## src/rtl/alu_sequencer.sv

```systemverilog
// alu_sequencer: eight-phase instruction controller for the 8-bit accumulator CPU.
// Each 2-byte instruction passes through phases 0..7. The strobe row for the
// current phase is decoded from opcode/zero and registered on the rising edge.
// HLT latches a sticky halted state that only reset can clear.
module alu_sequencer #(
    parameter int unsigned PHASES = 8
) (
    input  logic       clk,
    input  logic       rst_n,
    input  logic       ena,
    input  logic [2:0] opcode,
    input  logic       zero,
    output logic       rd,
    output logic       wr,
    output logic       load_ir,
    output logic       inc_pc,
    output logic       load_pc,
    output logic       alu_ena,
    output logic       load_acc,
    output logic       datactl_ena,
    output logic       halt,
    output logic [2:0] phase
);

    typedef enum logic [2:0] {
        OP_HLT  = 3'b000,
        OP_SKZ  = 3'b001,
        OP_ADD  = 3'b010,
        OP_ANDD = 3'b011,
        OP_XORR = 3'b100,
        OP_LDA  = 3'b101,
        OP_STO  = 3'b110,
        OP_JMP  = 3'b111
    } opcode_e;

    typedef enum logic {
        S_RUN    = 1'b0,
        S_HALTED = 1'b1
    } state_e;

    state_e     r_state;
    logic [2:0] r_phase;
    logic       r_rd, r_wr, r_load_ir, r_inc_pc, r_load_pc;
    logic       r_alu_ena, r_load_acc, r_datactl_ena, r_halt;

    opcode_e    w_op;
    logic       w_mem_op;
    logic       w_rd, w_wr, w_load_ir, w_inc_pc, w_load_pc;
    logic       w_alu_ena, w_load_acc, w_datactl_ena, w_hlt;
    logic [2:0] w_phase_next;

    assign w_op     = opcode_e'(opcode);
    assign w_mem_op = (w_op == OP_ADD) || (w_op == OP_ANDD) ||
                      (w_op == OP_XORR) || (w_op == OP_LDA);

    assign w_phase_next = (r_phase == 3'(PHASES - 1)) ? '0 : r_phase + 3'd1;

    // Decode the strobe row for the current phase from opcode and zero.
    always_comb begin
        w_rd          = 1'b0;
        w_wr          = 1'b0;
        w_load_ir     = 1'b0;
        w_inc_pc      = 1'b0;
        w_load_pc     = 1'b0;
        w_alu_ena     = 1'b0;
        w_load_acc    = 1'b0;
        w_datactl_ena = 1'b0;
        w_hlt         = 1'b0;
        case (r_phase)
            3'd0: begin
                w_rd      = 1'b1;
                w_load_ir = 1'b1;
            end
            3'd1: begin
                w_rd      = 1'b1;
                w_load_ir = 1'b1;
                w_inc_pc  = 1'b1;
            end
            3'd2: ;
            3'd3: begin
                w_inc_pc = 1'b1;
                w_hlt    = (w_op == OP_HLT);
            end
            3'd4: begin
                w_rd          = w_mem_op;
                w_datactl_ena = (w_op == OP_STO);
                w_load_pc     = (w_op == OP_JMP);
            end
            3'd5: begin
                w_rd          = w_mem_op;
                w_alu_ena     = w_mem_op;
                w_datactl_ena = (w_op == OP_STO);
                w_wr          = (w_op == OP_STO);
                w_load_pc     = (w_op == OP_JMP);
                w_inc_pc      = (w_op == OP_JMP) || ((w_op == OP_SKZ) && zero);
            end
            3'd6: begin
                w_load_acc    = w_mem_op;
                w_datactl_ena = (w_op == OP_STO);
            end
            3'd7: begin
                w_inc_pc = (w_op == OP_SKZ) && zero;
            end
            default: ;
        endcase
    end

    // Phase counter, halt state and registered strobe row.
    always_ff @(posedge clk) begin
        if (!rst_n) begin
            r_state       <= S_RUN;
            r_phase       <= '0;
            r_rd          <= 1'b0;
            r_wr          <= 1'b0;
            r_load_ir     <= 1'b0;
            r_inc_pc      <= 1'b0;
            r_load_pc     <= 1'b0;
            r_alu_ena     <= 1'b0;
            r_load_acc    <= 1'b0;
            r_datactl_ena <= 1'b0;
            r_halt        <= 1'b0;
        end else begin
            case (r_state)
                S_HALTED: begin
                    r_phase       <= 3'd4;
                    r_rd          <= 1'b0;
                    r_wr          <= 1'b0;
                    r_load_ir     <= 1'b0;
                    r_inc_pc      <= 1'b0;
                    r_load_pc     <= 1'b0;
                    r_alu_ena     <= 1'b0;
                    r_load_acc    <= 1'b0;
                    r_datactl_ena <= 1'b0;
                    r_halt        <= 1'b1;
                end
                default: begin
                    if (!ena) begin
                        r_phase       <= '0;
                        r_rd          <= 1'b0;
                        r_wr          <= 1'b0;
                        r_load_ir     <= 1'b0;
                        r_inc_pc      <= 1'b0;
                        r_load_pc     <= 1'b0;
                        r_alu_ena     <= 1'b0;
                        r_load_acc    <= 1'b0;
                        r_datactl_ena <= 1'b0;
                        r_halt        <= 1'b0;
                    end else begin
                        r_phase       <= w_phase_next;
                        r_rd          <= w_rd;
                        r_wr          <= w_wr;
                        r_load_ir     <= w_load_ir;
                        r_inc_pc      <= w_inc_pc;
                        r_load_pc     <= w_load_pc;
                        r_alu_ena     <= w_alu_ena;
                        r_load_acc    <= w_load_acc;
                        r_datactl_ena <= w_datactl_ena;
                        r_halt        <= w_hlt;
                        if (w_hlt) begin
                            r_state <= S_HALTED;
                        end
                    end
                end
            endcase
        end
    end

    assign rd          = r_rd;
    assign wr          = r_wr;
    assign load_ir     = r_load_ir;
    assign inc_pc      = r_inc_pc;
    assign load_pc     = r_load_pc;
    assign alu_ena     = r_alu_ena;
    assign load_acc    = r_load_acc;
    assign datactl_ena = r_datactl_ena;
    assign halt        = r_halt;
    assign phase       = r_phase;

endmodule

```

## config.mk

```make
export PLATFORM = sky130hd
export DESIGN_NAME = alu_sequencer
export DESIGN_NICKNAME = d
export VERILOG_FILES = /design/src/rtl/alu_sequencer.sv
export SDC_FILE = /design/constraint.sdc
export NUM_CORES = 1
export LEC_CHECK = 0
export CAP_MARGIN = 15
export CORE_AREA = 2 2 39 41
export CTS_CLUSTER_DIAMETER = 150
export CTS_CLUSTER_SIZE = 14
export DETAILED_ROUTE_END_ITERATION = 10
export DIE_AREA = 0 0 41 43
export GPL_ROUTABILITY_DRIVEN = 1
export PLACE_DENSITY = 0.77
export SETUP_SLACK_MARGIN = 0.1
export SYNTH_ARGS = -nofsm -noshare
export SYNTH_HDL_FRONTEND = slang
export SYNTH_SLANG_ARGS = --single-unit
```

## constraint.sdc

```tcl
create_clock -name clk -period 1.9 [get_ports clk]
set_clock_uncertainty 0.1 [all_clocks]
set_input_delay 0.38 -clock clk [delete_from_list [all_inputs] [get_ports clk]]
set_output_delay 0.38 -clock clk [all_outputs]
set_load 0.01 [all_outputs]
```

# After elaboration in Yosys (flattened, before gate mapping)
# Cells that the tools add are included.
# op_classes
n_addsub	1
eq_ne	13
mux	12
bitwise_logic	6
reduce_logical	17
# op_table
cell	count
3-bit equality test, second input constant	8
4-bit OR reduction	5
3-bit by 2-bit equality test with 1-bit output, second input constant	3
3-bit 2-to-1 mux	3
1-bit 2-to-1 mux	7
3-bit by 1-bit equality test with 1-bit output, second input constant	2
3-bit zero test	2
1-bit NOT	6
2-bit OR reduction	3
3-bit OR reduction	2
1-bit logical OR	4
3-bit by 1-bit adder with 3-bit output, second input constant	1
1-bit one-hot mux with 3 select lines	1
1-bit one-hot mux with 2 select lines	1
1-bit logical AND	1
# totals
regBits	13
input_bits	7
output_inout_bits	12
word_cells	61

# Logic depth before layout (Yosys ltp)
# Gate-level depths: netlist of the first run.
# depth
depth_word	5
mapped_depth	5
mapped_depth_nobuf	5

# Worst setup path after synthesis of the first run
# Ideal clock, no wire load.
# synth_timing
kind	flip-flop to flip-flop
startpoint	register r_phase[1] (netlist: phase[1])
endpoint	register r_inc_pc (netlist: inc_pc)
setup_time_ns	0.122
arrival_time_ns	1.199
required_time_ns	1.678
setup_slack_ns	0.480
path_stages_with_launch	6
path_buffers	0
period_less_slack_ns	1.420
cell_sequence	dfxtp_1 -> ha_1 -> ha_1 -> a21o_1 -> a41oi_1 -> a21oi_1
# synth_via
elab_chain_len	3
word_cells_on_any_way	6
classes_between	eq/ne: 4; mux: 1; reduce/logical: 1
# synth_rtl
element	line	rtl
from (decl)	42	logic [2:0] r_phase;
from (signal assigned)	149	r_phase <= w_phase_next;
3-bit by 2-bit equality test with 1-bit output or 3-bit by 1-bit equality test with 1-bit output (tied branches)	69	case (r_phase)
2-bit OR reduction (no line)	--	
1-bit one-hot mux with 3 select lines *	69	
to (signal assigned)	153	r_inc_pc <= w_inc_pc;
to (decl)	43	logic r_rd, r_wr, r_load_ir, r_inc_pc, r_load_pc;
# Every way passes the cells marked *; elsewhere a longest branch is shown, timed or not.
# A chain may end at the register's enable or synchronous reset.

# Worst setup path in the final report of the first run
# layout_timing
startpoint	register r_phase[0] (netlist: phase[0])
endpoint	output port phase[0]
# layout_rtl
element	line	rtl
to (decl)	22	output logic [2:0] phase
# No word-level cell between the ends.

==> results of run 1 <==
## through the flow
stage / hold WS, ns / instances / total power [mW] / setup slack (ns)
floorplan: 0.359 / 45 / 0.284 / 0.480
global placement: 0.406 / 79 / 0.315 / 0.213
detailed placement: 0.407 / 79 / 0.316 / 0.162
CTS: 0.417 / 82 / 0.463 / 0.126
global route: 0.424 / 82 / 0.479 / 0.144
finish: 0.410 / 82 / 0.455 / 0.198
## what timing repair did
| action | CTS | global route |
|---|---|---|
| endpoints found under the setup margin | 1 | 1 |
| hold buffers | 0 | 0 |
| gates resized for setup | 1 | 1 |
| gates cloned | 0 | 0 |
## worst paths after layout
kind / startpoint / endpoint / slack [ns]
hold / removal: phase[2]$_SDFF_PN0_ / load_ir$_SDFF_PP0_ / 0.41
setup / recovery: phase[0]$_SDFF_PP0_ / phase[0] / 0.20
setup reg to reg: phase[0]$_SDFF_PP0_ / inc_pc$_SDFF_PP0_ / 0.42
hold reg to reg: phase[2]$_SDFF_PN0_ / load_ir$_SDFF_PP0_ / 0.41
## flip-flops by register name, summed over array words and instances (netlist names)
signal and flops:
alu_ena 1, wr 1, r_state 1, datactl_ena 1
inc_pc 1, load_acc 1, phase 3, load_pc 1
load_ir 1, rd 1
## cells in the final DEF, fill, tap and decap left out
master	count
inv_1	5
and4b_1	1
a211oi_1	1
nor4b_1	1
xnor2_1	1
clkbuf_4	3
dfxtp_2	2
a21oi_1	1
a21o_1	1
and3_1	1
o21ai_0	1
dfxtp_1	10
nor2_1	3
nand3b_4	1
clkdlybuf4s50_1	18
nor2b_1	1
a2111oi_0	1
a41oi_1	1
nor4_1	1
or3_1	1
nand3_1	1
o21a_1	2
nor3_1	3
ha_1	5
## kinds of logic (layout without fill, tap and decap cells)
family,after synthesis,after routing,share of synthesized area [%]
buf+inv,5,26,3.89
flops,12,12,49.7
simple gates,14,14,19.7
fa+ha+maj,5,5,13.0
xor+xnor,1,1,1.81
compound gates,8,8,11.9
## layer usage
layer	vias to the layer above	track usage (%)	routed length, µm
met3	2	3.14	66
met4	0	6.00	9
met2	15	21.9	422
li1	206	-	-
met1	171	13.4	415
met5	-	0	0
## final cells by class
cell class / count / area, µm²
Fill cell: 154 / 676
Sequential cell: 12 / 243
Multi-Input combinational cell: 28 / 224
Timing Repair Buffer: 18 / 180
Clock buffer: 3 / 22.5
Tap cell: 16 / 20.0
Inverter: 5 / 18.8
## power groups by stage
stage | registers [mW] | clock network, mW | logic [mW]
final | 0.261 | 0.146 | 0.0487
after global routing | 0.262 | 0.164 | 0.0536
after CTS | 0.261 | 0.153 | 0.0492
after detailed placement | 0.267 | 0 | 0.0489
after global placement | 0.267 | 0 | 0.0481
after floorplan | 0.269 | 0 | 0.0151
## worst reg2reg max path, delay by kind of cell (launching register included)
kind / cells / cell delay [ns]
adder cells (fa/ha/maj): 2 / 0.45
AO/OA/AOI/OAI: 3 / 0.48
flip-flops: 1 / 0.35
==> flow_summary.json, run 1 <==
{
  "status": "complete, no violations",
  "ant_nets": 0,
  "cp_max_fo": 5,
  "fin_util_pct": 51.2,
  "synth_common_cells": "dfxtp_1, ha_1, inv_1, nor2_1, nor3_1",
  "clock_latency_ns": 0.26,
  "synth_cells": 45,
  "antenna_found_initial": 0,
  "irDropWorstVdd_mv": 0.329,
  "synthFlopType": "dfxtp_1",
  "port_buffers": 18,
  "rsz0062_at_grt": "false",
  "gr-usage-all-layers_pct": 12.7,
  "synth-seq-cells": 12,
  "period_needed_ns": 1.70,
  "synth_area_leaders": "dfxtp_1, ha_1, nand3b_4",
  "synth.most_common_cell": "dfxtp_1",
  "gp_congestion": 0.752,
  "cts_sinks": 12,
  "startpoint_type": "flop",
  "slew_headroom_pct": 74.7,
  "cp_top_family": "buffers and inverters",
  "postRouteWirelength_um": 913,
  "crit_type": "reg2out",
  "cts-root-buf": "clkbuf_4",
  "start_util_pct": 34.9,
  "cp.required_ns": 1.42,
  "fin_tns_setup_ns": 0,
  "slowest_delay_ns": 0.56,
  "design_area_um2": 708,
  "pwr-share-comb_pct": 10.7,
  "yosysWarnings": 0,
  "grt_pass1_vias": 391,
  "path_buf_inv": 1,
  "ys_types": 21,
  "vias": 394,
  "core-area_um2": 1380,
  "syn_avg_cell_area_um2": 10.7,
  "fmax_ghz": 0.587,
  "first_iter_violations": 7,
  "crit_arrival_ns": 1.22,
  "report.final.setup_viol": 0,
  "cts_max_path_buffers": 2,
  "synth_top_cell_by_area": "dfxtp_1",
  "ff2ff_path_depth": 5,
  "drv_cap": 0,
  "vias_per_cell": 4.80,
  "path_clk_slew_ns": 0.07,
  "hold_violations": 0,
  "powerDensity_nw_per_um2": 643,
  "area_delta_synth_final_pct": 46.6,
  "drive_gt1_share_pct": 9.09,
  "ys_seq_area_share_pct": 49.7,
  "hpwl_um": 731,
  "grt_max_degree": 10,
  "p_clk_share_pct": 32.0,
  "async_flop_share_pct": 0,
  "rows": 14,
  "nNetsFinal": 80,
  "worst_slew_pin_slew_ns": 0.369,
  "hold_path_class": "reg2reg",
  "p_leak_nw": 0.286,
  "power.share.switching_pct": 21.4,
  "fp.dieArea_um2": 1760,
  "crit_path_end_kind": "output port",
  "pin_count": 19,
  "slew_violations": 0,
  "seq_power_share_pct": 57.3,
  "avgRoutedWirePerCell_um": 11.1,
  "grt_pass1_wl_um": 1500,
  "hold_depth": 1,
  "gr-total-overflow": 0,
  "path_cells": "clkdlybuf4s50_1",
  "tritoncts": "done",
  "p_switching_mw": 0.0975,
  "synth_top_area_share_pct": 49.7,
  "syn_area_um2": 483,
  "fp.dieW_um": 41,
  "h-tree-depth": 1,
  "postCtsSetupBuffers": 0,
  "critical-path-slowest-cell": "clkdlybuf4s50_1",
  "p_int_mw": 0.358,
  "synthesis.nets": 57,
  "die_y_um": 43,
  "cts_made_buffers": 3,
  "drt-pass1-iter-count": 4,
  "synth-edff-count": 0,
  "diodes": 0,
  "post-route-drc-count": 0,
  "crit_cells": 1,
  "placed_area_um2": 683,
  "final.period_utilization_pct": 89.6
}
(Power assumes the default switching activity.)
==> run 2: changes to the inputs <==
--- a/config.mk
+++ b/config.mk
@@ -5,6 +5,7 @@
 export SDC_FILE = /design/constraint.sdc
 export NUM_CORES = 1
 export LEC_CHECK = 0
+export ABC_AREA = 1
 export CAP_MARGIN = 15
 export CORE_AREA = 2 2 39 41
 export CTS_CLUSTER_DIAMETER = 150
@@ -12,7 +13,7 @@
 export DETAILED_ROUTE_END_ITERATION = 10
 export DIE_AREA = 0 0 41 43
 export GPL_ROUTABILITY_DRIVEN = 1
-export PLACE_DENSITY = 0.77
+export PLACE_DENSITY = 0.8
 export SETUP_SLACK_MARGIN = 0.1
 export SYNTH_ARGS = -nofsm -noshare
 export SYNTH_HDL_FRONTEND = slang
==> run 2 against run 1 <==
Effect of this change: hold slack got worse by 0.010 ns; global-route usage up 2.5 points; critical path depth stayed put; power increased by 13%; combinational power increased by 15%; synthesized cell count up 42%; non-clock buffer count stayed put; first-iteration DRC count is 57% lower; highest routed layer unchanged.
==> flow_summary.json, run 2 <==
{
  "die_y_um": 43,
  "rows": 14,
  "crit_path_end_kind": "output port",
  "cp_max_fo": 5,
  "ff2ff_setup_slack_ns": 0.47,
  "fp.dieArea_um2": 1760,
  "slowest_delay_ns": 0.57,
  "synth_xor_area_share_pct": 1.68,
  "final_common_cell": "clkdlybuf4s50_1",
  "path_buf_inv": 1,
  "hold_violations": 0,
  "vias_per_cell": 4.66,
  "cts-root-buf": "clkbuf_4",
  "synth_cells": 64,
  "synth-edff-count": 0,
  "final.period_utilization_pct": 91.0,
  "syn_avg_cell_area_um2": 8.15,
  "clock_latency_ns": 0.27,
  "synthSimpleGateAreaFrac_pct": 26.4,
  "period_needed_ns": 1.73,
  "power.share.switching_pct": 22.1,
  "fmax_ghz": 0.579,
  "slew_headroom_pct": 82.0,
  "critPathCapture": "phase[0]",
  "syn_area_um2": 522,
  "antenna_found_initial": 0,
  "gp_congestion": 0.710,
  "cp_top_family": "buffers and inverters",
  "synth_compound_area_share_pct": 4.56,
  "irDropWorstVdd_mv": 0.464,
  "synth_area_leaders": "dfxtp_1, ha_1, inv_1",
  "gr-usage-all-layers_pct": 15.2,
  "worst_slew_pin_slew_ns": 0.268,
  "regToRegEndpoint": "inc_pc$_SDFF_PP0_",
  "fp.dieW_um": 41,
  "drt-pass1-iter-count": 3,
  "synth-seq-cells": 12,
  "critical-path-slowest-cell": "clkdlybuf4s50_1",
  "postCtsSetupBuffers": 0,
  "cts_max_path_buffers": 2,
  "diodes": 0,
  "hpwl_um": 816,
  "ys_seq_area_share_pct": 46.0,
  "synth_mux_area_share_pct": 0,
  "crit_type": "reg2out",
  "postCtsHoldBufs": 0,
  "synth_common_cells": "dfxtp_1, inv_1, nand2_1, nor2_1, ha_1",
  "path_cells": "clkdlybuf4s50_1",
  "p_leak_nw": 0.338,
  "synthAdderAreaFrac_pct": 12.0,
  "total_power_mw": 0.516,
  "hold_depth": 1,
  "powerDensity_nw_per_um2": 677,
  "first_iter_violations": 3,
  "holdWs_ns": 0.400,
  "async_flop_share_pct": 0,
  "synthesis.nets": 76,
  "ff2ff_path_depth": 5,
  "crit_start": "phase[0]$_SDFF_PP0_",
  "vias": 475,
  "nNetsFinal": 99,
  "fin_tns_setup_ns": 0,
  "postRouteWirelength_um": 1000,
  "rsz0062_at_grt": "false",
  "path_clk_slew_ns": 0.07,
  "synth_top_cell_by_area": "dfxtp_1",
  "tritoncts": "done",
  "layout_common_cells": "clkdlybuf4s50_1, inv_1, dfxtp_1, nand2_1, nor2_1",
  "synth_top_family_by_area": "simple AND/OR/NAND/NOR gates",
  "largest_reg_flops": 3,
  "crit_cells": 1,
  "slew_violations": 0,
  "gr-total-overflow": 0,
  "synth_top_area_share_pct": 46.0,
  "p_switching_mw": 0.114,
  "hold_path_class": "reg2reg",
  "ys_types": 17,
  "p_int_mw": 0.402,
  "worstReg2RegStart": "phase[0]$_SDFF_PP0_",
  "ant_nets": 0,
  "grt_pass1_wl_um": 1790,
  "cts_made_buffers": 3,
  "yosysWarnings": 0,
  "pin_count": 19,
  "grt_max_degree": 10,
  "core-area_um2": 1380,
  "post-route-drc-count": 0,
  "pwr-share-comb_pct": 10.9,
  "area_delta_synth_final_pct": 46.0,
  "synthFlopType": "dfxtp_1",
  "p_clk_share_pct": 38.9,
  "seq_power_share_pct": 50.2,
  "report.final.setup_viol": 0,
  "crit_arrival_ns": 1.25,
  "synth.most_common_cell": "dfxtp_1",
  "h-tree-depth": 1,
  "cp.required_ns": 1.42,
  "drive_gt1_share_pct": 12.8,
  "port_buffers": 18,
  "avgRoutedWirePerCell_um": 9.81,
  "startpoint_type": "flop",
  "drv_cap": 0,
  "start_util_pct": 37.7,
  "grt_pass1_vias": 483,
  "status": "complete, no violations",
  "cts_sinks": 12
}
[run 2: area by class of cell]
type | instances | area (µm²)
tap | 16 | 20.0
sequential | 12 | 244
inverter | 13 | 48.8
clock buffer | 4 | 36.3
fill | 139 | 622
multi-input combinational | 39 | 233
timing repair buffer | 18 | 180
[run 2: metal layers]
metal	GRT usage [%]	routed length [µm]	vias to the layer above
met3	4.71	66	4
met4	10.0	30	0
met5	0	0	-
met1	16.1	411	210
met2	24.1	493	17
li1	-	-	244
[run 2: per-stage QoR]
step	instance area [µm²]	util (%)	worst slack (ns)	cells
floorplan	522	-	0.514	64
global placement	722	52.2	0.349	98
detailed placement	722	52.2	0.310	98
CTS	759	54.9	0.141	102
global route	762	55.1	0.113	102
finish	762	55.1	0.172	102
[run 2: how the worst min path moves through the flow]
| stage | end | from |
|---|---|---|
| 3_3_place_gp | phase[0]$_SDFF_PP0_ | phase[0]$_SDFF_PP0_ |
| 3_5_place_dp | phase[0]$_SDFF_PP0_ | phase[0]$_SDFF_PP0_ |
| 4_1_cts | load_ir$_SDFF_PP0_ | phase[2]$_SDFF_PN0_ |
| 6_report | load_ir$_SDFF_PP0_ | phase[2]$_SDFF_PN0_ |
| 2_1_floorplan | r_state$_SDFF_PN0_ | rst_n |
| 5_1_grt | load_ir$_SDFF_PP0_ | phase[2]$_SDFF_PN0_ |
[run 2: cells by family (layout without fill, tap and decap cells)]
group                    Yosys count  after routing
adder cells (fa/ha/maj)            5              5
AO/OA/AOI/OAI                      4              4
XOR/XNOR                           1              1
AND/OR/NAND/NOR                   29             29
buffers and inverters             13             35
flip-flops                        12             12
[run 2: power by group through the flow]
stage	combinational (mW)	clock, mW	sequential (mW)
CTS	0.0566	0.209	0.260
global placement	0.0549	0	0.266
floorplan	0.0228	0	0.269
global route	0.0631	0.222	0.260
detailed placement	0.0562	0	0.266
finish	0.0561	0.201	0.259
[run 2: timing repair]
| item | 4_1_cts | 5_1_grt |
|---|---|---|
| pin swaps | 0 | 0 |
| resized for setup | 1 | 1 |
| endpoints found under the setup margin | 1 | 1 |
